**config.mk**
```make
export PLATFORM = sky130hd
export DESIGN_NAME = shift_display_driver
export DESIGN_NICKNAME = d
export VERILOG_FILES = /design/src/rtl/shift_display_driver.sv
export SDC_FILE = /design/constraint.sdc
export NUM_CORES = 1
export LEC_CHECK = 0
export CAP_MARGIN = 30
export CORE_MARGIN = 2
export CORE_UTILIZATION = 54
export CTS_BUF_LIST = sky130_fd_sc_hd__clkbuf_4 sky130_fd_sc_hd__clkbuf_8
export DETAILED_ROUTE_END_ITERATION = 7
export MAX_ROUTING_LAYER = met4
export PLACE_DENSITY = 0.79
export SLEW_MARGIN = 25
export SYNTH_ARGS = -nofsm -noshare
export SYNTH_HDL_FRONTEND = slang
export SYNTH_SLANG_ARGS = --single-unit
```
**constraint.sdc**
```tcl
create_clock -name clk -period 3.08 [get_ports clk]
set_input_delay 0.616 -clock clk [delete_from_list [all_inputs] [get_ports clk]]
set_output_delay 0.616 -clock clk [all_outputs]
set_load 0.01 [all_outputs]
```
**src/rtl/shift_display_driver.sv**
```systemverilog
// shift_display_driver
//   Serial driver for chains of shift-register display latches (74HC595 style).
//   It keeps one NCHAIN x NBITS frame in a shadow/working double buffer and
//   shifts it out on NCHAIN data lines that share one shift clock. After the
//   shift it pulses the latch strobe. The frame then repeats every FRAME_CYCLES
//   (AUTO_REFRESH=1), or is sent only when a new frame arrives (AUTO_REFRESH=0).
//
// Ports
//   clk          system clock
//   rst_n        asynchronous active-low reset
//   frame_data   new frame, chain c at [c*NBITS +: NBITS]
//   frame_valid  frame_data valid
//   frame_ready  shadow buffer free (transfer on valid & ready)
//   sclk         shift clock to the displays
//   sdata        serial data, one bit per chain
//   sload        latch strobe, active-high
//   sclr_n       display register clear, active-low
//   busy         high while shifting or latching
//   frame_tick   one-cycle pulse on the last latch cycle
//
// state   | meaning
// --------+-------------------------------------------------------------
// S_CLEAR | first cycle after reset, sclr_n held low
// S_IDLE  | on-demand mode, waiting for a pending frame
// S_SHIFT | shifting NBITS bits, low phase then high phase per bit
// S_LATCH | sload high for LOAD_CYCLES
// S_HOLD  | auto mode, padding the frame out to FRAME_CYCLES
module shift_display_driver #(
    parameter int NBITS        = 72,
    parameter int NCHAIN       = 1,
    parameter int SCLK_HALF    = 16,
    parameter int LOAD_CYCLES  = 4096,
    parameter int FRAME_CYCLES = 16384,
    parameter int AUTO_REFRESH = 1,
    parameter int MSB_FIRST    = 0
) (
    input  logic                    clk,
    input  logic                    rst_n,
    input  logic [NCHAIN*NBITS-1:0] frame_data,
    input  logic                    frame_valid,
    output logic                    frame_ready,
    output logic                    sclk,
    output logic [NCHAIN-1:0]       sdata,
    output logic                    sload,
    output logic                    sclr_n,
    output logic                    busy,
    output logic                    frame_tick
);

    localparam int W       = NCHAIN * NBITS;
    localparam int CNT_MAX = (SCLK_HALF > LOAD_CYCLES) ? SCLK_HALF : LOAD_CYCLES;
    localparam int CW      = $clog2(CNT_MAX + 1);
    localparam int BW      = (NBITS > 1) ? $clog2(NBITS) : 1;
    localparam int FW      = $clog2(FRAME_CYCLES + 1);

    localparam logic [CW-1:0] HALF_LAST  = CW'(SCLK_HALF - 1);
    localparam logic [CW-1:0] LOAD_LAST  = CW'(LOAD_CYCLES - 1);
    localparam logic [BW-1:0] BIT_LAST   = BW'(NBITS - 1);
    localparam logic [FW-1:0] FRAME_LAST = FW'((FRAME_CYCLES > 0) ? FRAME_CYCLES - 1 : 0);

    typedef enum logic [2:0] {S_CLEAR, S_IDLE, S_SHIFT, S_LATCH, S_HOLD} state_t;

    state_t         state, state_nx;
    logic [CW-1:0]  cnt, cnt_nx;
    logic           phase, phase_nx;
    logic [BW-1:0]  bit_idx, bit_nx;
    logic [FW-1:0]  frame_cnt, frame_nx;
    logic           pending, pending_nx;
    logic [W-1:0]   shadow, working, working_nx;
    logic           shift_entry, accept;
    logic [BW-1:0]  sel;
    logic           sclk_nx, sload_nx, busy_nx, tick_nx;
    logic [NCHAIN-1:0] sdata_nx;

    assign accept = frame_valid & frame_ready;

    // State register and all registered outputs
    always_ff @(posedge clk or negedge rst_n) begin
        if (!rst_n) begin
            state       <= S_CLEAR;
            cnt         <= '0;
            phase       <= 1'b0;
            bit_idx     <= '0;
            frame_cnt   <= '0;
            pending     <= 1'b0;
            shadow      <= '0;
            working     <= '0;
            frame_ready <= 1'b0;
            sclk        <= 1'b0;
            sdata       <= '0;
            sload       <= 1'b0;
            sclr_n      <= 1'b0;
            busy        <= 1'b0;
            frame_tick  <= 1'b0;
        end else begin
            state       <= state_nx;
            cnt         <= cnt_nx;
            phase       <= phase_nx;
            bit_idx     <= bit_nx;
            frame_cnt   <= frame_nx;
            pending     <= pending_nx;
            working     <= working_nx;
            if (accept) shadow <= frame_data;
            frame_ready <= ~pending_nx;
            sclk        <= sclk_nx;
            sdata       <= sdata_nx;
            sload       <= sload_nx;
            sclr_n      <= 1'b1;
            busy        <= busy_nx;
            frame_tick  <= tick_nx;
        end
    end

    // Next-state and counter logic
    always_comb begin
        state_nx = state;
        cnt_nx   = cnt;
        phase_nx = phase;
        bit_nx   = bit_idx;
        // Saturates so short frames cannot wrap the counter back below the compare
        frame_nx = (frame_cnt == FRAME_LAST) ? frame_cnt : frame_cnt + 1'b1;
        case (state)
            S_CLEAR: state_nx = (AUTO_REFRESH != 0) ? S_SHIFT : S_IDLE;
            S_IDLE:  if (pending) state_nx = S_SHIFT;
            S_SHIFT: begin
                if (cnt != '0) begin
                    cnt_nx = cnt - 1'b1;
                end else if (!phase) begin
                    phase_nx = 1'b1;
                    cnt_nx   = HALF_LAST;
                end else if (bit_idx != BIT_LAST) begin
                    phase_nx = 1'b0;
                    cnt_nx   = HALF_LAST;
                    bit_nx   = bit_idx + 1'b1;
                end else begin
                    state_nx = S_LATCH;
                    cnt_nx   = LOAD_LAST;
                end
            end
            S_LATCH: begin
                if (cnt != '0)                 cnt_nx   = cnt - 1'b1;
                else if (AUTO_REFRESH == 0)    state_nx = S_IDLE;
                else if (frame_cnt == FRAME_LAST) state_nx = S_SHIFT;
                else                           state_nx = S_HOLD;
            end
            S_HOLD:  if (frame_cnt == FRAME_LAST) state_nx = S_SHIFT;
            default: state_nx = S_CLEAR;
        endcase

        shift_entry = (state_nx == S_SHIFT) && (state != S_SHIFT);
        if (shift_entry) begin
            cnt_nx   = HALF_LAST;
            phase_nx = 1'b0;
            bit_nx   = '0;
            frame_nx = '0;
        end

        // A capture in the entry cycle lands in shadow after working has taken
        // the old shadow, so it stays pending for the following frame.
        pending_nx = accept | (pending & ~shift_entry);
        working_nx = shift_entry ? shadow : working;
    end

    // Output decode from next-state values, registered above
    always_comb begin
        sel      = (MSB_FIRST != 0) ? BIT_LAST - bit_nx : bit_nx;
        sdata_nx = '0;
        if (state_nx == S_SHIFT) begin
            for (int c = 0; c < NCHAIN; c++) begin
                sdata_nx[c] = working_nx[c*NBITS + int'(sel)];
            end
        end
        sclk_nx  = (state_nx == S_SHIFT) && phase_nx;
        sload_nx = (state_nx == S_LATCH);
        busy_nx  = (state_nx == S_SHIFT) || (state_nx == S_LATCH);
        tick_nx  = (state_nx == S_LATCH) && (cnt_nx == '0);
    end

endmodule

```
## Yosys cells after proc, flatten, opt, wreduce, memory -nomap -nowiden

Index checks and enable logic that the tools add are counted.

- Register bits: 191
- Input port bits: 75
- Word-level logic and storage cells: 71

- Add/sub/neg operators: 3
- $lt $le $gt $ge: 1
- Equal/unequal tests: 10
- Multiplexer cells: 30
- Bitwise logic cells: 5
- Reductions and logical operators: 7

Operator list:

| cell | number |
|---|---|
| 2-to-1 mux 72 bit | 1 |
| 2-to-1 mux 13 bit | 3 |
| 2-to-1 mux 7 bit | 5 |
| 2-to-1 mux 15 bit | 2 |
| one-hot mux 13 bit (2 select lines) | 1 |
| 2-to-1 mux 12 bit | 2 |
| 2-to-1 mux 3 bit | 7 |
| adder 15 x 1 -> 15 bit (second input constant) | 1 |
| == test 15 x 14 -> 1 bit (second input constant) | 1 |
| one-hot mux 3 bit (5 select lines) | 1 |
| zero test 13 bit | 1 |
| nonzero test 13 bit | 1 |
| subtractor 13 x 1 -> 13 bit (second input constant) | 1 |
| == test 3 x 2 -> 1 bit (second input constant) | 4 |
| less-than comparator 7 x 8 -> 1 bit (second input constant) | 1 |
| adder 7 x 1 -> 7 bit (second input constant) | 1 |
| binary-select mux 1 bit (select 7 bit) | 1 |
| 2-to-1 mux 1 bit | 7 |
| inequality test 7 bit (second input constant) | 1 |
| == test 3 x 1 -> 1 bit (second input constant) | 1 |
| == test 3 bit (second input constant) | 1 |
| logical AND 1 bit | 3 |
| zero test 3 bit | 1 |
| inequality test 3 x 2 -> 1 bit (second input constant) | 1 |
| other kinds (5) | 7 |

## Logic depth before layout (Yosys ltp)

- Depth in word-level cells: 11
- Mapped depth: 16

## Worst setup path after synthesis

Ideal clock, no wire load.

- Path kind: register -> register
- Start point: register cnt[0]
- End point: register sdata
- Setup time: 0.126 ns
- Data arrival time: 2.965 ns
- Slack: -0.011 ns
- Cell stages (with the launch flop): 14
- Buffers on the path: 1
- Cells stage by stage: dfrtp_1 -> inv_1 -> ha_1 -> nor4b_4 -> and4_1 -> buf_4 -> inv_4 -> nor3_2 -> mux2_2 -> a211o_1 -> a222oi_1 -> a311oi_1 -> a311o_1 -> o311a_1

- Cells in the longest elaborated chain, start to end: 9
- Elaborated cells between the ends (all ways): 13
- Those cells by class: eq/ne (1); mux (10); reduce/logical (2)

RTL lines:

| element | RTL line | RTL |
|---|---|---|
| start: declaration | 64 | `logic [CW-1:0] cnt, cnt_nx;` |
| start signal: assignment | 97 | `cnt <= cnt_nx;` |
| nonzero test 13 bit (*) | 126, 141 |  |
| 2-to-1 mux 3 bit, on equally long branches | 141, 126 |  |
| one-hot mux 3 bit (5 select lines) | 122 | `case (state)` |
| == test 3 x 2 -> 1 bit | 150, 168 |  |
| logical AND 1 bit | 150 | `shift_entry = (state_nx == S_SHIFT) && (state != S_SHIFT);` |
| 2-to-1 mux 72 bit or 2-to-1 mux 7 bit (tied branches) | 161, 151 |  |
| binary-select mux 1 bit (select 7 bit) | 170 | `sdata_nx[c] = working_nx[c*NBITS + int'(sel)];` |
| 2-to-1 mux 1 bit (not written as such) | 170 |  |
| 2-to-1 mux 1 bit (*) | 168 | `if (state_nx == S_SHIFT) begin` |
| via sdata_nx | 73 | `logic [NCHAIN-1:0] sdata_nx;` |
| end signal: assignment | 106 | `sdata <= sdata_nx;` |
| end: declaration | 43 | `output logic [NCHAIN-1:0] sdata,` |

Mark *: on every way through the listed nets, which the timed path passes. The rest lies on a longest branch. The select of a mux whose other input is x is not followed.
A chain may end at the register's enable or synchronous reset.

## Final worst setup path

- Start point: register bit_idx[1]
- End point: register sdata

- Cells in the longest elaborated chain, start to end: 11
- Elaborated cells between the ends (all ways): 17
- Those cells by class: add/sub (1); eq/ne (2); mux (13); reduce/logical (1)

RTL lines:

| element | RTL line | RTL |
|---|---|---|
| start: declaration | 66 | `logic [BW-1:0] bit_idx, bit_nx;` |
| start signal: assignment | 99 | `bit_idx <= bit_nx;` |
| inequality test 7 bit | 131 | `end else if (bit_idx != BIT_LAST) begin` |
| 2-to-1 mux 3 bit | 131 |  |
| 2-to-1 mux 3 bit | 128 | `end else if (!phase) begin` |
| 2-to-1 mux 3 bit | 126 | `if (cnt != '0) begin` |
| one-hot mux 3 bit (5 select lines) | 122 |  |
| == test 3 x 2 -> 1 bit | 150, 168 |  |
| logical AND 1 bit | 150 |  |
| 2-to-1 mux 72 bit or 2-to-1 mux 7 bit (tied branches) | 161, 151 |  |
| binary-select mux 1 bit (select 7 bit) | 170 |  |
| 2-to-1 mux 1 bit (not written as such) | 170 |  |
| 2-to-1 mux 1 bit (*) | 168 |  |
| via sdata_nx | 73 |  |

Marks and branches as above.

==> flow_metrics.tcl <==
set metrics [dict create \
    worstPathMaxFanout 5 \
    cp_cell_sequence "ha_4 > and4b_2 > a21o_1 > buf_6 > nor3_4 > buf_6 > buf_4 > nand2b_1 > o32ai_1 > a2111oi_0 > o21ai_0 > a311o_1 > o311a_1" \
    placedCellCount 1199 \
    clk-insertion-delay-late_ns 0.47 \
    cts_tree "done" \
    fin_worst_skew_ns 0.00963 \
    drc 0 \
    yosysTopAreaCellShare_pct 53.5 \
    fin_crit_ns 3.09 \
    syn2layout_area_growth_pct 24.6 \
    vias 6905 \
    clockBufferDepth 2 \
    drive_above_1_share_pct 23.3 \
    p_int_w 0.00417 \
    powerDensity_nw_per_um2 487 \
    ant_nets 0 \
    switchingPower_w 0.00125 \
    via_per_inst 5.56 \
    drtPass1Iterations 5 \
    syn_area_per_cell_um2 10.2 \
    status "finished, violations left" \
    drt_iter0_drc 421 \
    slew_viol_final 0 \
    fp.dieArea_um2 17600 \
    critPathRequiredTime_ns 3.43 \
    synth_ff_type "dfrtp_1" \
    gr-total-overflow 0 \
    yosysTopAreaCell "dfrtp_1" \
    wl_mm 20.6 \
    synth_cell_types 76 \
    crit_type "register to register" \
    hp-class "input pin to async pin" \
    h-tree-depth 4 \
    cts_buffers 17 \
    die_w_um 133 \
    diodes 0 \
    setup_viol 1 \
    io_pins 82 \
    clkPwrFrac_pct 33.1 \
    die_y_um 133 \
    finalWeightedCongestion 0.946 \
    syn-cell-area_um2 8930 \
    yosys-top-cells-area "dfrtp_1 53%, nand2_1 11%, mux2_2 9.8%" \
    synth_seq_cells 191 \
    failed_checks "setup timing" \
    cts-root-buf "clkbuf_8" \
    placed_cell_area_um2 10400 \
    syn-num-nets 955 \
    stdcell_area_um2 11100 \
    grt.total_usage_pct 25.1 \
    finalCritPeriodShare_pct 100 \
    crit_path_frequent_cell "buf_6" \
    grt_pass1_wl_mm 34.2 \
    power_frac_comb_pct 10.1 \
    worst_pin_slew_ns 0.681 \
    synth-seq-area-share_pct 53.5 \
    ys_async_sr_fraction_pct 100 \
    cp-start-kind "register" \
    final_util_pct 68.1 \
    dpl.hpwl_mm 14.5 \
    synth_warnings 0 \
    fin_ws_ns -0.00505 \
    hold_violations 0 \
    max_stage_delay_ns 0.42 \
    antenna_found_initial 0 \
    synth_edf_count 0 \
    clock_sinks 191 \
    grt_pass1_vias 6996 \
    fin_setup_tns_ns -0.00505 \
    final_nets 1089 \
    slew_headroom_pct 54.6 \
    initial_core_util_pct 54.7 \
    finalNonFillerCells 1243 \
    io_buffers 81 \
    grt_max_degree 83 \
    rsz0062_at_grt "yes" \
    core_um2 16300 \
    crit_arrival_ns 3.44 \
    cp-end-kind "register" \
    power.leakage_nw 5.31 \
    cts.reportedPaths.clkPinSlew_ns 0.09 \
    fmax_ghz 0.324 \
    wire_per_inst_um 16.6 \
    drv_cap 0 \
    rows 47 \
    slowest_stage "a2111oi_0" \
    vdd_drop_max_mv 0.378 \
    synth_cells 876 \
    seqPwrFrac_pct 56.8 \
    swShare_pct 23.0 \
]
sequential cells by signal, summed over array words and instances (netlist names), 3 cells and up:
name	flops
bit_idx	7
cnt	13
frame_cnt	15
shadow	72
state	3
working	72
cell type report:
cell class / instances / area (µm²)
Clock inverter: 8 / 128
Inverter: 11 / 48.8
Timing Repair Buffer: 161 / 1480
Multi-Input combinational cell: 628 / 4110
Fill cell: 1285 / 5220
Tap cell: 220 / 275
Clock buffer: 24 / 312
Sequential cell: 191 / 4780
worst paths after layout:
path / from / to / slack [ns] / cells after the start
min reg2reg: working[64] / working[64] / 0.47 / 2
max reg2reg: bit_idx[1] / sdata / -0.005 / 13
max: bit_idx[1] / sdata / -0.005 / 13
min in group clk: working[64] / working[64] / 0.47 / 2
max in group asynchronous: rst_n / shadow[48] / 2.10 / 2
min: rst_n / shadow[70] / 0.18 / 1
cell usage in the layout, fill, tap and decap left out, types with 4 or more instances in the layout:
| master | n |
|---|---|
| nand2_1 | 255 |
| dfrtp_1 | 190 |
| clkdlybuf4s50_1 | 80 |
| mux2_2 | 78 |
| buf_4 | 72 |
| nor2_1 | 38 |
| mux2i_1 | 31 |
| a21oi_1 | 22 |
| clkbuf_8 | 22 |
| nand3_1 | 18 |
| o21ai_0 | 17 |
| nor3_1 | 10 |
| nand4_1 | 9 |
| inv_1 | 8 |
| xor2_1 | 8 |
| nand2b_1 | 7 |
| and3_1 | 7 |
| nor4_1 | 5 |
| and2_1 | 5 |
| a211oi_1 | 5 |
| nor2b_1 | 4 |
| or3_1 | 4 |
| o22ai_1 | 4 |
| o221ai_1 | 4 |
| buf_6 | 4 |
timing repair:
action	in CTS	in global routing
pin swaps	3	25
hold buffers	0	0
setup endpoints to repair	2	2
cloned	0	0
setup buffers	2	10
gates resized for setup	6	40
cell families (layout without fill, tap and decap cells):
logic type                 count (synthesis)  in the layout  share of synthesized area [%]
AOI/OAI and AO/OA                        107            107                           8.63
xor gates and xnor gates                  10             10                          0.980
adders and majority gates                  4              4                          0.560
buffers and inverters                     57            204                           2.63
DFF                                      191            191                           53.5
muxes                                    113            113                           13.9
other                                      1              1                         0.0420
and+or+nand+nor                          393            393                           19.8
synthesized netlist by cell type, types with 3 or more instances:
| cell type | number |
|---|---|
| nand4_1 | 9 |
| buf_1 | 6 |
| a211oi_1 | 5 |
| ha_1 | 4 |
| o21ai_0 | 17 |
| a22oi_1 | 4 |
| a21oi_1 | 25 |
| a31oi_1 | 3 |
| a2111oi_0 | 4 |
| nand3_1 | 19 |
| nor3_1 | 11 |
| buf_2 | 5 |
| or3_1 | 4 |
| o22ai_1 | 5 |
| nor2_1 | 40 |
| o221ai_1 | 4 |
| a31o_2 | 3 |
| nand2b_1 | 7 |
| nor4_1 | 6 |
| nor3b_1 | 3 |
| mux2i_1 | 31 |
| and2_1 | 8 |
| xor2_1 | 8 |
| mux2_2 | 78 |
| or4_1 | 4 |
| and3_1 | 7 |
| clkbuf_1 | 32 |
| nor2b_1 | 4 |
| and4_1 | 4 |
| nand2_1 | 256 |
| dfrtp_1 | 191 |
| inv_1 | 10 |
| a221oi_1 | 4 |
power groups by stage:
stage | combinational, W | clock, W | sequential [W]
floorplan | 0.000357 | 0 | 0.00306
detailed placement | 0.000559 | 0 | 0.00313
global route | 0.000606 | 0.00192 | 0.00312
global placement | 0.000533 | 0 | 0.00312
CTS | 0.000561 | 0.00181 | 0.00308
finish | 0.000549 | 0.00179 | 0.00308
per-layer routing:
layer | share of wire [%] | track usage (%) | vias up
li1 | - | - | 3314
met1 | 45 | 32.5 | 3404
met2 | 49 | 39.8 | 157
met3 | 4.4 | 4.52 | 30
met4 | 2.1 | 9.26 | 0
met5 | 0 | - | -
worst max-delay path, delay by kind of cell, from the launching register on:
kind | cells | cell delay [ns]
compound gates | 6 | 1.49
simple gates | 3 | 0.49
buf+inv | 3 | 0.41
flops | 1 | 0.41
fa+ha+maj | 1 | 0.16
through the flow:
| stage | hold slack, ns | total power (W) | setup slack [ns] |
|---|---|---|---|
| after floorplan | 0.320 | 0.00341 | 0.0225 |
| final | 0.179 | 0.00542 | -0.00505 |
| after global placement | 0.450 | 0.00366 | -0.0569 |
| after CTS | 0.191 | 0.00546 | -0.00753 |
| after global routing | 0.219 | 0.00564 | -0.0765 |
| after detailed placement | 0.455 | 0.00369 | -0.129 |
Note: power is estimated with default switching activity, not from simulation.
